`config.mk`:
```
export PLATFORM = sky130hd
export DESIGN_NAME = conv_win_ctrl_flat
export DESIGN_NICKNAME = d
export VERILOG_FILES = /design/src/rtl/conv_win_ctrl_if.sv /design/src/rtl/conv_win_ctrl.sv /design/src/flat_wrapper.sv
export SDC_FILE = /design/constraint.sdc
export NUM_CORES = 1
export LEC_CHECK = 0
export CELL_PAD_IN_SITES_DETAIL_PLACEMENT = 1
export CELL_PAD_IN_SITES_GLOBAL_PLACEMENT = 1
export CORE_ASPECT_RATIO = 0.9
export CORE_MARGIN = 8
export CORE_UTILIZATION = 35
export CTS_CLUSTER_SIZE = 30
export DETAILED_ROUTE_END_ITERATION = 7
export GPL_TIMING_DRIVEN = 0
export PLACE_DENSITY_LB_ADDON = 0.1
export SLEW_MARGIN = 0
export SYNTH_ARGS = -nofsm -noshare
export SYNTH_HDL_FRONTEND = slang
export SYNTH_SLANG_ARGS = --single-unit
export TNS_END_PERCENT = 10
```
`constraint.sdc`:
```
create_clock -name clk -period 1.7 [get_ports clk]
set_clock_uncertainty 0.05 [all_clocks]
set_input_delay 0.51 -clock clk [delete_from_list [all_inputs] [get_ports clk]]
set_output_delay 0.51 -clock clk [all_outputs]
set_load 0.02 [all_outputs]
```
`src/rtl/conv_win_ctrl_if.sv`:
```
// Handshake and window-status bundle between the pixel stream, the SIPO
// line buffer and the downstream window consumer.
interface conv_win_ctrl_if #(
  parameter int IMG_W = 32,
  parameter int IMG_H = 32
);
  localparam int CW = (IMG_W > 1) ? $clog2(IMG_W) : 1;
  localparam int RW = (IMG_H > 1) ? $clog2(IMG_H) : 1;

  // Handshake: a pixel moves when in_valid && in_ready in the same cycle;
  // in_valid must not depend on in_ready, in_ready may depend on out_ready.
  logic          start;
  logic          in_valid;
  logic          in_ready;
  logic          out_ready;
  logic          shift_en;
  logic          sipo_clr;
  logic          win_valid;
  logic [CW-1:0] win_col;
  logic [RW-1:0] win_row;
  logic          busy;
  logic          done;

  modport slave (
    input  start, in_valid, out_ready,
    output in_ready, shift_en, sipo_clr, win_valid, win_col, win_row, busy, done
  );

  modport master (
    output start, in_valid, out_ready,
    input  in_ready, shift_en, sipo_clr, win_valid, win_col, win_row, busy, done
  );
endinterface

```
`src/rtl/conv_win_ctrl.sv`:
```
// Sequences an N-deep pixel SIPO across an IMG_W x IMG_H frame and flags
// each cycle in which the SIPO holds a complete N-pixel window.
module conv_win_ctrl #(
  parameter int N     = 3,
  parameter int PB    = 8,
  parameter int IMG_W = 32,
  parameter int IMG_H = 32
) (
  input  logic            clk,
  input  logic            rst,
  conv_win_ctrl_if.slave  bus,
  output logic [2:0]      dbg_state_o
);
  localparam int CW = (IMG_W > 1) ? $clog2(IMG_W) : 1;
  localparam int RW = (IMG_H > 1) ? $clog2(IMG_H) : 1;

  // An illegal parameter set leaves the controller parked in IDLE.
  localparam bit CFG_OK = (N >= 2) && (PB >= 1) && (IMG_W >= N) && (IMG_H >= 1);

  localparam logic [CW-1:0] COL_PRE_RUN = CW'(N - 2);
  localparam logic [CW-1:0] COL_LAST    = CW'(IMG_W - 1);
  localparam logic [RW-1:0] ROW_LAST    = RW'(IMG_H - 1);

  typedef enum logic [2:0] {
    S_IDLE    = 3'd0,
    S_FILL    = 3'd1,
    S_RUN     = 3'd2,
    S_ROW_END = 3'd3,
    S_DONE    = 3'd4
  } state_e;

  state_e        state_q, state_d;
  logic [CW-1:0] col_q, col_d;
  logic [RW-1:0] row_q, row_d;
  logic          first_q, first_d;
  logic          win_valid_q, win_valid_d;
  logic [CW-1:0] win_col_q, win_col_d;
  logic [RW-1:0] win_row_q, win_row_d;
  logic          in_ready;
  logic          xfer;

  // The first FILL cycle is spent clearing the SIPO, so no pixel is taken then.
  always_comb begin
    in_ready = 1'b0;
    case (state_q)
      S_FILL:  in_ready = !first_q;
      S_RUN:   in_ready = bus.out_ready;
      default: in_ready = 1'b0;
    endcase
  end

  assign xfer = bus.in_valid && in_ready;

  always_comb begin
    state_d     = state_q;
    col_d       = col_q;
    row_d       = row_q;
    first_d     = 1'b0;
    win_valid_d = 1'b0;
    win_col_d   = win_col_q;
    win_row_d   = win_row_q;
    case (state_q)
      S_IDLE: begin
        if (bus.start && CFG_OK) begin
          col_d   = '0;
          row_d   = '0;
          first_d = 1'b1;
          state_d = S_FILL;
        end
      end
      S_FILL: begin
        if (xfer) begin
          col_d = col_q + 1'b1;
          if (col_q == COL_PRE_RUN) state_d = S_RUN;
        end
      end
      S_RUN: begin
        if (xfer) begin
          win_valid_d = 1'b1;
          win_col_d   = col_q;
          win_row_d   = row_q;
          // col stays at the last column until ROW_END clears it.
          if (col_q == COL_LAST) begin
            state_d = (row_q == ROW_LAST) ? S_DONE : S_ROW_END;
          end else begin
            col_d = col_q + 1'b1;
          end
        end
      end
      S_ROW_END: begin
        row_d   = row_q + 1'b1;
        col_d   = '0;
        first_d = 1'b1;
        state_d = S_FILL;
      end
      S_DONE: begin
        state_d = S_IDLE;
      end
      default: begin
        state_d = S_IDLE;
      end
    endcase
  end

  always_ff @(posedge clk) begin
    if (rst) begin
      state_q     <= S_IDLE;
      col_q       <= '0;
      row_q       <= '0;
      first_q     <= 1'b0;
      win_valid_q <= 1'b0;
      win_col_q   <= '0;
      win_row_q   <= '0;
    end else begin
      state_q     <= state_d;
      col_q       <= col_d;
      row_q       <= row_d;
      first_q     <= first_d;
      win_valid_q <= win_valid_d;
      win_col_q   <= win_col_d;
      win_row_q   <= win_row_d;
    end
  end

  assign bus.in_ready  = in_ready;
  assign bus.shift_en  = xfer;
  assign bus.sipo_clr  = (state_q == S_FILL) && first_q;
  assign bus.win_valid = win_valid_q;
  assign bus.win_col   = win_col_q;
  assign bus.win_row   = win_row_q;
  assign bus.busy      = (state_q != S_IDLE);
  assign bus.done      = (state_q == S_DONE);
  assign dbg_state_o   = state_q;
endmodule

```
`src/flat_wrapper.sv`:
```
// flat-port wrapper written by rule: the top's interface ports become plain ports
module conv_win_ctrl_flat 
#(
  parameter int N     = 3,
  parameter int PB    = 8,
  parameter int IMG_W = 32,
  parameter int IMG_H = 32
)
  (clk, rst, dbg_state_o, bus_start, bus_in_valid, bus_out_ready, bus_in_ready, bus_shift_en, bus_sipo_clr, bus_win_valid, bus_win_col, bus_win_row, bus_busy, bus_done);
  conv_win_ctrl_if #(.IMG_W(IMG_W), .IMG_H(IMG_H)) bus_i ();
  input  logic clk;
  input  logic rst;
  output logic [2:0] dbg_state_o;
  input wire logic [$bits(bus_i.start)-1:0] bus_start;
  input wire logic [$bits(bus_i.in_valid)-1:0] bus_in_valid;
  input wire logic [$bits(bus_i.out_ready)-1:0] bus_out_ready;
  output wire logic [$bits(bus_i.in_ready)-1:0] bus_in_ready;
  output wire logic [$bits(bus_i.shift_en)-1:0] bus_shift_en;
  output wire logic [$bits(bus_i.sipo_clr)-1:0] bus_sipo_clr;
  output wire logic [$bits(bus_i.win_valid)-1:0] bus_win_valid;
  output wire logic [$bits(bus_i.win_col)-1:0] bus_win_col;
  output wire logic [$bits(bus_i.win_row)-1:0] bus_win_row;
  output wire logic [$bits(bus_i.busy)-1:0] bus_busy;
  output wire logic [$bits(bus_i.done)-1:0] bus_done;
  assign bus_i.start = bus_start;
  assign bus_i.in_valid = bus_in_valid;
  assign bus_i.out_ready = bus_out_ready;
  assign bus_in_ready = bus_i.in_ready;
  assign bus_shift_en = bus_i.shift_en;
  assign bus_sipo_clr = bus_i.sipo_clr;
  assign bus_win_valid = bus_i.win_valid;
  assign bus_win_col = bus_i.win_col;
  assign bus_win_row = bus_i.win_row;
  assign bus_busy = bus_i.busy;
  assign bus_done = bus_i.done;
  conv_win_ctrl #(.N(N), .PB(PB), .IMG_W(IMG_W), .IMG_H(IMG_H)) u_core (.clk(clk), .rst(rst), .bus(bus_i), .dbg_state_o(dbg_state_o));
endmodule
```
==> flow_metrics.py, run 1 <==
metrics = {
    "run_status": {
        "status": "finished with violations",
        "violations": "setup timing",
    },
    "synthesis": {
        "avgSynthCellArea_um2": 9.85,
        "syn-num-nets": 143,
        "ys_types": 43,
        "synth-seq-area-share_pct": 38.2,
        "mappedNetlistArea_um2": 1310,
        "yosysWarnings": 0,
        "yosysTopAreaCell": "dfxtp_1",
        "synth.top_cell.area_share_pct": 38.2,
        "synthCells": 133,
        "ys_top_cells_by_area": "dfxtp_1, mux2i_1, nor2_1, ha_1, buf_6",
        "synth-seq-cells": 25,
    },
    "clock_tree": {
        "h-tree-depth": 1,
        "clock_path_buffers": 2,
        "cts_root_buffer": "clkbuf_8",
        "cts_tree": "built",
        "clk_pin_slew_ps": 90,
        "insertion_delay_ps": 270,
        "cts_buffers": 3,
        "clock-sinks": 25,
    },
    "global_routing": {
        "grt_pass1_wl_um": 5480,
        "grt_usage_pct": 11.4,
        "antenna_found_initial": 0,
        "overflow": 0,
        "grt_pass1_vias": 1111,
        "grt_max_degree": 14,
    },
    "sta": {
        "timing.hold.ws_ps": 450,
        "hold_viol_final": 0,
        "setup-violations-final": 12,
        "min_period_over_period_pct": 111,
        "drv_slew": 0,
        "tightest_slew_ps": 304,
        "rsz0062_at_grt": "yes",
        "fin_crit_ps": 1880,
        "max_freq_mhz": 532,
        "slew_headroom_pct": 79.6,
        "worst_slack_ps": -179,
    },
    "drt": {
        "drt-initial-drc-count": 28,
        "routed_wl_um": 3760,
        "wire_per_inst_um": 17.0,
        "via_per_inst": 5.15,
        "ant_nets": 0,
        "vias": 1138,
        "drt_pass1_iterations": 4,
        "drc": 0,
    },
    "power_and_ir_drop": {
        "p_leak_uw": 0.000782,
        "power.density_nw_per_um2": 777,
        "ir_worst_vdd_v": 0.000334,
    },
    "final_layout": {
        "area_growth_pct": 40.7,
        "nNetsFinal": 186,
        "final_util_pct": 50.5,
        "fillers": 419,
        "fin_area_um2": 1840,
        "multiInputGateArea_um2": 837,
        "drive_above_1_share_pct": 37.1,
        "seqCellArea_um2": 515,
        "antenna-diode-count": 0,
    },
    "setup_path": {
        "end_kind": "primary output",
        "cp_max_fo": 7,
        "worstSetupPathType": "reg -> out",
        "critical_path_arrival_ps": 1320,
        "cp.required_ps": 1140,
        "worstSetupStartpointType": "flip-flop",
    },
    "floorplanning": {
        "placementRows": 21,
        "fp.dieH_um": 74.0,
        "initial_core_util_pct": 35.9,
        "design.core.area_um2": 3650,
        "ios": 24,
        "die_area_um2": 5960,
        "dieWidth_um": 80.5,
    },
    "placement": {
        "gp_congestion": 0.746,
        "placed_cell_area_um2": 1620,
        "port_buffers": 23,
        "dp_hpwl_um": 2460,
    },
    "flow_run": {
        "cap_violations": 0,
    },
    "hold_path": {
        "min_path_type": "reg -> reg",
    },
}
## routing by layer
metal,routed length [um],GRT usage [%],vias to the layer above
li1,-,-,553
met1,1670,14.5,553
met2,1840,18.7,25
met3,186,2.66,7
met4,61,3.63,0
met5,0,0,-
## path summary, 6_finish.rpt
path,startpoint,to,slack (ps),cells past startpoint
setup / recovery,u_core.dbg_state_o[0]$_SDFFE_PP0P_,bus_shift_en,-180,6
hold / removal,u_core.bus.win_col[3]$_SDFFE_PP0P_,u_core.bus.win_col[3]$_SDFFE_PP0P_,450,2
setup reg to reg,u_core.col_q[1]$_SDFFE_PP0P_,u_core.col_q[1]$_SDFFE_PP0P_,-120,7
hold reg to reg,u_core.bus.win_col[3]$_SDFFE_PP0P_,u_core.bus.win_col[3]$_SDFFE_PP0P_,450,2
## critical path, cell delays in order, from the launching register on
cell and delay, ps:
dfxtp_2 350, buf_8 130, nand2b_4 70, a2bb2oi_4 150
nor2_4 100, and2_4 140, buf_6 110
## cell families after synthesis
kind of cell,count (synthesis),share of synthesized area [%]
buf+inv,10,5.06
fa+ha+maj,5,4.78
flops,25,38.2
simple gates,61,28.1
mux,15,12.2
compound gates,17,11.7
## repair_timing
action / in CTS / in global routing
resized for setup: 53 / 15
hold endpoints to repair: 0 / 0
setup buffers: 8 / 9
hold buffers: 0 / 0
pin swaps: 3 / 8
setup endpoints to repair: 36 / 23
## power breakdown
group | internal, uW | total, uW | switching, uW
combinational | 222 | 441 | 219
clock | 168 | 363 | 195
sequential | 605 | 629 | 23.8
## sequential cells by signal, indices dropped and copies added (netlist names)
name / flops
u_core.dbg_state_o: 3
u_core.first_q: 1
u_core.bus.win_row: 5
u_core.col_q: 5
u_core.bus.win_valid: 1
u_core.row_q: 5
u_core.bus.win_col: 5
## cell type report
| class | count | area share, % |
|---|---|---|
| buffer | 6 | 2.65 |
| timing repair buffer | 40 | 18.0 |
| clock buffer | 4 | 2.44 |
| tap | 46 | 3.12 |
| inverter | 2 | 0.407 |
| sequential | 25 | 28.0 |
| multi-input combinational | 98 | 45.4 |
## placed cells by master, fill, tap and decap left out, types with 2 or more instances in the layout
| cell type | n |
|---|---|
| clkdlybuf4s50_1 | 2 |
| buf_6 | 3 |
| nor4_2 | 2 |
| nand3_1 | 2 |
| ha_4 | 2 |
| nor2b_1 | 2 |
| nor4_1 | 3 |
| nand2_2 | 2 |
| nand2_1 | 5 |
| dfxtp_2 | 3 |
| a22oi_1 | 2 |
| nor3_1 | 5 |
| nand2b_4 | 2 |
| nand2b_1 | 4 |
| buf_2 | 3 |
| a21oi_1 | 4 |
| and3_1 | 2 |
| mux2i_1 | 13 |
| clkbuf_8 | 3 |
| dfxtp_1 | 19 |
| mux2_4 | 2 |
| ha_1 | 3 |
| clkbuf_2 | 2 |
| buf_4 | 19 |
| dfxtp_4 | 3 |
| nor2_1 | 17 |
| dlygate4sd2_1 | 15 |
## per-stage QoR
stage	setup WS, ps	std cells	power (uW)	TNS, ps
6_report	-179	221	1430	-840
5_1_grt	-231	221	1490	-1900
4_1_cts	-244	213	1390	-1790
3_5_place_dp	-803	202	999	-11170
3_3_place_gp	-769	202	989	-10630
2_1_floorplan	-146	133	896	-522
## cell usage after synthesis, drive strengths merged
library cell	count
or2	2
nor2b	3
and2	1
nor4b	2
nor4	5
a21oi	5
clkbuf	2
inv	2
nand3	2
buf	6
and2b	1
dfxtp	25
and3b	1
nor3	7
a21o	1
o2bb2ai	2
and3	3
or3	1
a21boi	1
a2bb2oi	1
mux2	2
a31oi	1
nor3b	1
a41oi	1
nor2	19
nand2b	6
a22oi	2
nand2	7
a211oi	2
o22ai	1
mux2i	13
ha	5
(Power assumes the default switching activity.)
==> run 2: changes to the inputs <==
CTS_CLUSTER_SIZE = 40   (was 30)
HOLD_SLACK_MARGIN = 0.15   (was default)
==> results of run 2 <==
The final DEF is identical to that of run 1; final timing and power are the same.
==> run 3: changes to the inputs <==
CORE_UTILIZATION = 30   (was 35)
REMOVE_ABC_BUFFERS = 1   (was default)
==> flow_metrics.py, run 3 (synthesis gave the netlist of run 1 again) <==
metrics = {
    "floorplanning": {
        "design.core.area_um2": 4130,
        "initial_core_util_pct": 31.7,
        "ios": 24,
        "dieWidth_um": 85.7,
        "fp.dieH_um": 78.7,
        "die_area_um2": 6740,
        "placementRows": 22,
    },
    "global_routing": {
        "antenna_found_initial": 0,
        "grt_max_degree": 24,
        "overflow": 0,
        "grt_pass1_wl_um": 5670,
        "grt_usage_pct": 10.4,
        "grt_pass1_vias": 1102,
    },
    "setup_path": {
        "rr_endpoint": "u_core.col_q[0]$_SDFFE_PP0P_",
        "critPathMaxStageDelay_ps": 500,
        "path_cells": "clkdlybuf4s50_1 -> nand2_1 -> o2bb2ai_4 -> nor3_4 -> mux2_4",
        "setup.worst_path.start": "bus_in_valid",
        "cp_num_cells": 5,
        "critPathTopFamily": "buffers and inverters",
        "worstSetupStartpointType": "primary input",
        "cp.required_ps": 1820,
        "worstSetupPathType": "in -> reg",
        "end_kind": "flip-flop",
        "r2r_slack_ps": -180,
        "cp_num_buf_inv": 1,
        "cp_max_fo": 5,
        "crit_slowest_cell": "clkdlybuf4s50_1",
        "endpoint": "u_core.col_q[0]$_SDFFE_PP0P_",
        "critical_path_arrival_ps": 2000,
        "r2r-start": "u_core.col_q[0]$_SDFFE_PP0P_",
        "r2r_cells": 7,
    },
    "power_and_ir_drop": {
        "power.density_nw_per_um2": 814,
        "ir_worst_vdd_v": 0.000451,
        "p_clk_share_pct": 27.4,
        "internal_power_uw": 957,
        "p_leak_uw": 0.000705,
        "switchingPower_uw": 420,
        "swShare_pct": 30.5,
        "p_seq_share_pct": 45.9,
        "combPwrFrac_pct": 26.7,
    },
    "placement": {
        "gp_congestion": 0.775,
        "dp_hpwl_um": 2290,
        "port_buffers": 23,
    },
    "sta": {
        "tns_ps": -945,
        "drv_slew": 0,
        "hold_viol_final": 0,
        "slew_headroom_pct": 67.6,
        "timing.hold.ws_ps": 450,
        "fin_crit_ps": 1890,
        "max_freq_mhz": 530,
        "tightest_slew_ps": 486,
        "setup-violations-final": 10,
        "rsz0062_at_grt": "yes",
        "min_period_over_period_pct": 111,
        "worst_slack_ps": -187,
    },
    "drt": {
        "vias": 1054,
        "wire_per_inst_um": 15.4,
        "ant_nets": 0,
        "via_per_inst": 4.97,
        "drc": 0,
        "drt_pass1_iterations": 4,
        "routed_wl_um": 3260,
        "drt-initial-drc-count": 26,
    },
    "final_layout": {
        "seqCellArea_um2": 518,
        "nNetsFinal": 175,
        "fillers": 479,
        "final_cell_mix": "dfxtp_1, nor2_1, mux2i_1, dlygate4sd2_1, buf_4",
        "multiInputGateArea_um2": 772,
        "mostFrequentLayoutCell": "dfxtp_1",
        "antenna-diode-count": 0,
        "drive_above_1_share_pct": 31.1,
        "area_growth_pct": 29.2,
    },
    "flow_run": {
        "cap_violations": 0,
    },
    "hold_path": {
        "min_path_type": "reg -> reg",
    },
    "run_status": {
        "violations": "setup timing",
        "status": "finished with violations",
    },
    "clock_tree": {
        "cts_buffers": 3,
        "clock-sinks": 25,
        "cts_root_buffer": "clkbuf_8",
        "h-tree-depth": 1,
        "clock_path_buffers": 2,
        "insertion_delay_ps": 270,
        "cts-hold-fix-buffers": 0,
        "cts_tree": "built",
        "clk_pin_slew_ps": 100,
    },
}
## run 3: metrics by stage
stage | instances | utilization [%] | setup WS, ps | cell area, um^2 | power, uW
final | 212 | 41.0 | -187 | 1690 | 1380
after global routing | 212 | 41.0 | -244 | 1690 | 1460
after CTS | 210 | 40.2 | -171 | 1660 | 1390
after detailed placement | 197 | 37.7 | -887 | 1560 | 957
after global placement | 196 | 37.3 | -1400 | 1540 | 945
after floorplan | 125 | - | -580 | 1250 | 849
## run 3: worst min-delay path by stage
stage	startpoint	to	slack, ps	cells after the start
global route	u_core.bus.win_col[1]$_SDFFE_PP0P_	u_core.bus.win_col[1]$_SDFFE_PP0P_	490	2
global placement	u_core.bus.win_col[0]$_SDFFE_PP0P_	u_core.bus.win_col[0]$_SDFFE_PP0P_	430	2
detailed placement	u_core.bus.win_row[4]$_SDFFE_PP0P_	u_core.bus.win_row[4]$_SDFFE_PP0P_	440	2
floorplan	u_core.row_q[3]$_SDFFE_PP0P_	u_core.row_q[3]$_SDFFE_PP0P_	410	1
finish	u_core.bus.win_col[4]$_SDFFE_PP0P_	u_core.bus.win_col[4]$_SDFFE_PP0P_	450	2
CTS	u_core.bus.win_col[4]$_SDFFE_PP0P_	u_core.bus.win_col[4]$_SDFFE_PP0P_	460	2
## run 3: area by class of cell
type | count | share of cell area [%]
flip-flops and latches | 25 | 30.6
repair buffers | 35 | 16.9
clock inverters | 1 | 0.517
inverters | 2 | 0.443
well taps | 48 | 3.55
clock buffers | 3 | 2.44
multi-input cells | 98 | 45.6
## run 3: worst reg2reg max path, cell delays in order, from the launching register on
cell and delay (ps):
dfxtp_4 370, ha_2 180, and3_1 180, ha_2 190
nand2_2 90, a21oi_4 80, nor3_4 300, mux2_4 330
## run 3: repair_timing
item,4_1_cts,5_1_grt
pin swaps,3,2
buffers inserted,9,2
endpoints found under the setup margin,33,22
gates resized for setup,59,7
## run 3: power groups by stage
stage	logic (uW)	registers (uW)	clock network (uW)
final	368	632	378
after global placement	291	654	0
after global routing	400	636	422
after CTS	361	631	400
after detailed placement	301	656	0
after floorplan	195	654	0
## run 3: layer usage
metal	part of all wire [%]	up-vias	track usage [%]
li1	-	535	-
met5	0	-	0
met3	3.9	5	3.40
met2	48	16	16.3
met1	48	498	13.4
met4	0.92	0	2.62
